<file path="config.mk">
export PLATFORM = sky130hd
export DESIGN_NAME = cmsdk_uart_stimulus
export DESIGN_NICKNAME = d
export VERILOG_FILES = /design/src/rtl/cmsdk_uart_stimulus.sv
export SDC_FILE = /design/constraint.sdc
export NUM_CORES = 1
export LEC_CHECK = 0
export BUFFER_PORTS_ARGS = -buffer_cell sky130_fd_sc_hd__buf_2
export CORE_ASPECT_RATIO = 0.6
export CORE_MARGIN = 4
export CORE_UTILIZATION = 35
export DETAILED_ROUTE_END_ITERATION = 6
export SLEW_MARGIN = 30
export SYNTH_ARGS = -nofsm -noshare
export SYNTH_HDL_FRONTEND = slang
export SYNTH_SLANG_ARGS = --single-unit
</file>
<file path="constraint.sdc">
create_clock -name CLK -period 5.9 [get_ports CLK]
set_input_delay 1.77 -clock CLK [delete_from_list [all_inputs] [get_ports CLK]]
set_output_delay 1.77 -clock CLK [all_outputs]
set_load 0.05 [all_outputs]
</file>
<file path="src/rtl/cmsdk_uart_stimulus.sv">
// Bench-side 8N1 UART transmitter: bytes arrive over valid/ready, queue in a small FIFO
// and are serialised LSB first onto TXD with BAUD_DIV clocks per bit.
module cmsdk_uart_stimulus #(
  parameter int BAUD_DIV   = 1,
  parameter int FIFO_DEPTH = 4
) (
  input  logic       CLK,
  input  logic       RESET,
  input  logic [7:0] DATA_IN,
  input  logic       DATA_VALID,
  output logic       DATA_READY,
  output logic       TXD,
  output logic       BUSY,
  output logic       TX_DONE
);

  localparam int          AW        = $clog2(FIFO_DEPTH);
  localparam logic [15:0] LP_TC     = 16'(BAUD_DIV - 1);
  localparam logic [15:0] LP_PRE_TC = 16'((BAUD_DIV >= 2) ? BAUD_DIV - 2 : 0);
  localparam logic [AW:0] LP_FULL   = (AW + 1)'(FIFO_DEPTH);

  typedef enum logic [1:0] {S_IDLE, S_START, S_DATA, S_STOP} state_t;

  state_t        r_state;
  logic [7:0]    r_mem [FIFO_DEPTH];
  logic [AW-1:0] r_wr_ptr;
  logic [AW-1:0] r_rd_ptr;
  logic [AW:0]   r_count;
  logic          r_ready;
  logic [15:0]   r_baud;
  logic [2:0]    r_bit_idx;
  logic [7:0]    r_shift;
  logic          r_txd;
  logic          r_tx_done;

  logic          w_push;
  logic          w_pop;
  logic          w_baud_tc;
  logic          w_fifo_empty;
  logic [AW:0]   w_count_nxt;

  assign w_push       = DATA_VALID && r_ready;
  assign w_fifo_empty = (r_count == '0);
  assign w_baud_tc    = (r_baud == LP_TC);
  assign w_pop        = !w_fifo_empty &&
                        ((r_state == S_IDLE) || ((r_state == S_STOP) && w_baud_tc));

  always_comb begin
    w_count_nxt = r_count;
    if (w_push && !w_pop) w_count_nxt = r_count + 1'b1;
    if (w_pop && !w_push) w_count_nxt = r_count - 1'b1;
  end

  always_ff @(posedge CLK) begin
    if (w_push) r_mem[r_wr_ptr] <= DATA_IN;
  end

  // Ready is registered from the next count, so a pop cannot open a slot in the same cycle.
  always_ff @(posedge CLK or posedge RESET) begin
    if (RESET) begin
      r_wr_ptr <= '0;
      r_rd_ptr <= '0;
      r_count  <= '0;
      r_ready  <= 1'b1;
    end else begin
      if (w_push) r_wr_ptr <= r_wr_ptr + 1'b1;
      if (w_pop)  r_rd_ptr <= r_rd_ptr + 1'b1;
      r_count <= w_count_nxt;
      r_ready <= (w_count_nxt != LP_FULL);
    end
  end

  always_ff @(posedge CLK or posedge RESET) begin
    if (RESET) begin
      r_state   <= S_IDLE;
      r_baud    <= '0;
      r_bit_idx <= '0;
      r_shift   <= '0;
      r_txd     <= 1'b1;
      r_tx_done <= 1'b0;
    end else begin
      r_tx_done <= 1'b0;
      case (r_state)
        S_IDLE: begin
          r_txd  <= 1'b1;
          r_baud <= '0;
          if (w_pop) begin
            r_shift <= r_mem[r_rd_ptr];
            r_state <= S_START;
            r_txd   <= 1'b0;
          end
        end
        S_START: begin
          if (w_baud_tc) begin
            r_baud    <= '0;
            r_bit_idx <= '0;
            r_state   <= S_DATA;
            r_txd     <= r_shift[0];
          end else begin
            r_baud <= r_baud + 1'b1;
          end
        end
        S_DATA: begin
          if (w_baud_tc) begin
            r_baud <= '0;
            if (r_bit_idx == 3'd7) begin
              r_state <= S_STOP;
              r_txd   <= 1'b1;
              if (BAUD_DIV == 1) r_tx_done <= 1'b1;
            end else begin
              r_shift   <= r_shift >> 1;
              r_bit_idx <= r_bit_idx + 1'b1;
              r_txd     <= r_shift[1];
            end
          end else begin
            r_baud <= r_baud + 1'b1;
          end
        end
        S_STOP: begin
          // TX_DONE is registered, so it is raised one edge ahead of the final stop cycle.
          if (w_baud_tc) begin
            r_baud <= '0;
            if (w_pop) begin
              r_shift <= r_mem[r_rd_ptr];
              r_state <= S_START;
              r_txd   <= 1'b0;
            end else begin
              r_state <= S_IDLE;
            end
          end else begin
            r_baud <= r_baud + 1'b1;
            if ((BAUD_DIV >= 2) && (r_baud == LP_PRE_TC)) r_tx_done <= 1'b1;
          end
        end
        default: r_state <= S_IDLE;
      endcase
    end
  end

  assign DATA_READY = r_ready;
  assign TXD        = r_txd;
  assign TX_DONE    = r_tx_done;
  assign BUSY       = (r_state != S_IDLE) || !w_fifo_empty;

endmodule

</file>
==> impl_metrics.py <==
metrics = {
    "power_and_ir_drop": {
        "power_frac_clock_pct": 29.6,
        "p_switching_mw": 0.593,
        "irDropWorstVdd_uv": 164,
        "share_comb_of_total_power_pct": 30.5,
        "p_sw_share_pct": 32.2,
        "power_leakage_nw": 1.52,
        "internal-power_mw": 1.25,
        "power_density_nw_per_um2": 482,
        "pwr-share-seq_pct": 40.0,
    },
    "layout": {
        "n_antenna_cell": 0,
        "fin_nets": 310,
        "area_growth_pct": 15.2,
        "fill_cells": 876,
        "drive_gt1_share_pct": 19.4,
    },
    "clock_network": {
        "clockRootBuffer": "clkbuf_16",
        "clk_latency_ns": 0.33,
        "cts_hold_buf": 0,
        "cts_resized": 0,
        "cts_tree": "built",
        "path_clk_slew_ns": 0.06,
        "post_cts_buffers": 0,
        "clockBufferDepth": 2,
        "clock-sinks": 71,
        "numCtsBuffers": 9,
        "htreeDepth": 3,
    },
    "timing": {
        "drv_slew": 0,
        "tightest_slew_ns": 0.655,
        "fmax_ghz": 0.297,
        "finalSetupViolations": 0,
        "rsz0062_at_grt": "no",
        "finalHoldViolations": 0,
        "period_needed_ns": 3.36,
        "tns_ns": 0,
        "slew_headroom_pct": 56.3,
        "fin_crit_sh_pct": 57.0,
        "skew_ns": 0.00659,
        "setup_slack_ns": 2.54,
    },
    "worst_setup_path": {
        "cp.arrival_ns": 1.59,
        "worst-setup-path-type": "reg2out",
        "crit_start": "r_count[0]",
        "cp_data_required_time_ns": 4.13,
        "rr_worst_depth": 7,
        "regToRegEndpoint": "DATA_READY",
        "critPathLaunchType": "register",
        "crit_fanout": 5,
        "crit_path_end_kind": "output port",
        "reg2reg_from": "r_baud[0]",
        "rrSetupSlack_ns": 3.26,
    },
    "logic_synthesis": {
        "syn_inst": 265,
        "synth.cell_area_um2": 3320,
        "synth-edff-count": 32,
        "synthDistinctLibCells": 38,
        "syn-num-nets": 291,
        "synth_warnings": 0,
        "synth.ff_latch_count": 71,
        "synth.most_common_cell": "dfrtp_1",
        "yosysSeqAreaShare_pct": 58.4,
        "avgSynthCellArea_um2": 12.5,
        "synth_top_area_cell": "edfxtp_1",
        "ys.flop_type": "dfrtp_1",
        "ys_async_sr_fraction_pct": 54.9,
        "synthTopCellsByCount": "37 x dfrtp_1, 32 x edfxtp_1, 29 x nand2_1, 22 x nor2_1",
        "synth.area.top_cells": "edfxtp_1 29%, dfrtp_1 28%, ha_1 5.7%",
        "synth_top_area_share_pct": 29.0,
    },
    "grt": {
        "track_usage_pct": 11.6,
        "grt_max_degree": 40,
        "grt_overflow": 0,
        "antenna_found_initial": 0,
        "grt_pass1_vias": 2032,
        "grt_pass1_wl_mm": 10.2,
    },
    "floorplanning": {
        "fp.dieH_um": 83.4,
        "num_rows": 27,
        "die-area_um2": 11200,
        "die_w_um": 134,
        "ioPinCount": 15,
        "core_area_um2": 9190,
        "initial_utilization_pct": 36.1,
    },
    "min_path": {
        "holdPathEnd": "r_shift[5]",
        "hp-start": "r_shift[5]",
        "hold_path.class": "reg2reg",
        "min_path_cells": 1,
    },
    "route": {
        "drc": 0,
        "drtIter0Drc": 101,
        "vias": 2026,
        "drtPass1Iterations": 4,
        "wire_per_inst_um": 13.9,
        "ant_nets": 0,
        "wl_mm": 5.84,
        "vias_per_cell": 4.84,
    },
    "job": {
        "drv_cap": 0,
    },
    "placed_design": {
        "place.gp.congestion": 0.780,
        "post-place-ws_ns": 2.81,
        "io_buffers": 14,
        "dpl.hpwl_mm": 4.10,
    },
    "status": {
        "status": "complete, no violations",
    },
}
## cell usage in the layout, fill, tap and decap left out, drive strengths merged
cell      Yosys  layout
a22oi         2       2
clkbuf        4       9
or4b          1       1
o21a          1       1
mux2          9       9
a41o          1       1
or3           2       2
a31o          1       1
nor4          3       3
edfxtp       32      32
o21ai        12      12
inv          15      17
nand4         2       2
xnor2        11      11
nor3          6       6
ha           15      15
nor2b         3       3
dfrtp        37      37
and4          4       4
dfstp         2       2
o211ai        1       1
a31oi         3       3
a21oi         7       7
clkinv        0       2
mux4          8       8
nand3        10      10
nor4b         1       1
mux2i         3       3
bufinv        0       1
xor2          6       6
and3          6       6
and2          2       2
nor2         22      22
o22ai         1       1
buf           3      15
nand2        29      29
clkinvlp      0       2
## stage by stage
step / util [%] / hold WS, ns / area, um^2 / power (mW) / cells
after floorplan: - / 0.476 / 3320 / 1.19 / 265
after global placement: 38.3 / 0.491 / 3520 / 1.29 / 403
after detailed placement: 38.3 / 0.497 / 3520 / 1.31 / 403
after CTS: 41.6 / 0.510 / 3820 / 1.86 / 419
after global routing: 41.6 / 0.526 / 3820 / 1.97 / 419
final: 41.6 / 0.504 / 3820 / 1.84 / 419
## power by group through the flow
stage          logic, mW  clock network (mW)  registers, mW
3_3_place_gp       0.551                   0          0.742
3_5_place_dp       0.567                   0          0.747
6_report           0.561               0.544          0.735
2_1_floorplan      0.481                   0          0.711
5_1_grt            0.637               0.577          0.755
4_1_cts            0.570               0.555          0.738
## kinds of logic after synthesis
kind of cell / Yosys count / share of synthesized area (%)
buffers and inverters: 22 / 2.98
multiplexers: 20 / 9.39
AND/OR/NAND/NOR: 91 / 13.8
adder cells (fa/ha/maj): 15 / 5.66
AO/OA/AOI/OAI: 29 / 5.20
XOR/XNOR: 17 / 4.49
flip-flops: 71 / 58.4
## flip-flops by register name, summed over array words and instances, names as in the netlist
signal and count:
r_shift 8, TXD 1, DATA_READY 1, r_wr_ptr 2, TX_DONE 1, r_state 2
r_mem 32, r_rd_ptr 2, r_baud 16, r_count 3, r_bit_idx 3
## how the worst max path moves through the flow
stage / endpoint / slack, ns
6_report: BUSY / 2.54
5_1_grt: BUSY / 2.41
4_1_cts: BUSY / 2.53
3_5_place_dp: DATA_READY / 2.81
3_3_place_gp: DATA_READY / 2.86
2_1_floorplan: BUSY / 3.00
## critical path: stages, from the launching register on
cell	delay (ns)
dfrtp_1	0.38
inv_1	0.12
ha_1	0.15
nor2b_1	0.21
nand2_1	0.15
buf_2	0.25
## layer usage
metal  up-vias  wire length [um]  GRT usage (%)
met2        30              2480           15.8
met1       999              3070           17.0
met4         0               120           5.88
met3         9               169           2.91
met5         -                 0              0
li1        988                 -              -
## final cells by class
type	count	area (um^2)	area share, %
inverter	15	56.3	1.47
sequential	71	1940	50.8
clock buffer	9	225	5.89
multi-input combinational	172	1280	33.5
clock inverter	7	80.1	2.10
timing repair buffer	15	77.6	2.03
tap	130	163	4.26
No activity file was read; power rests on OpenSTA's default activity.
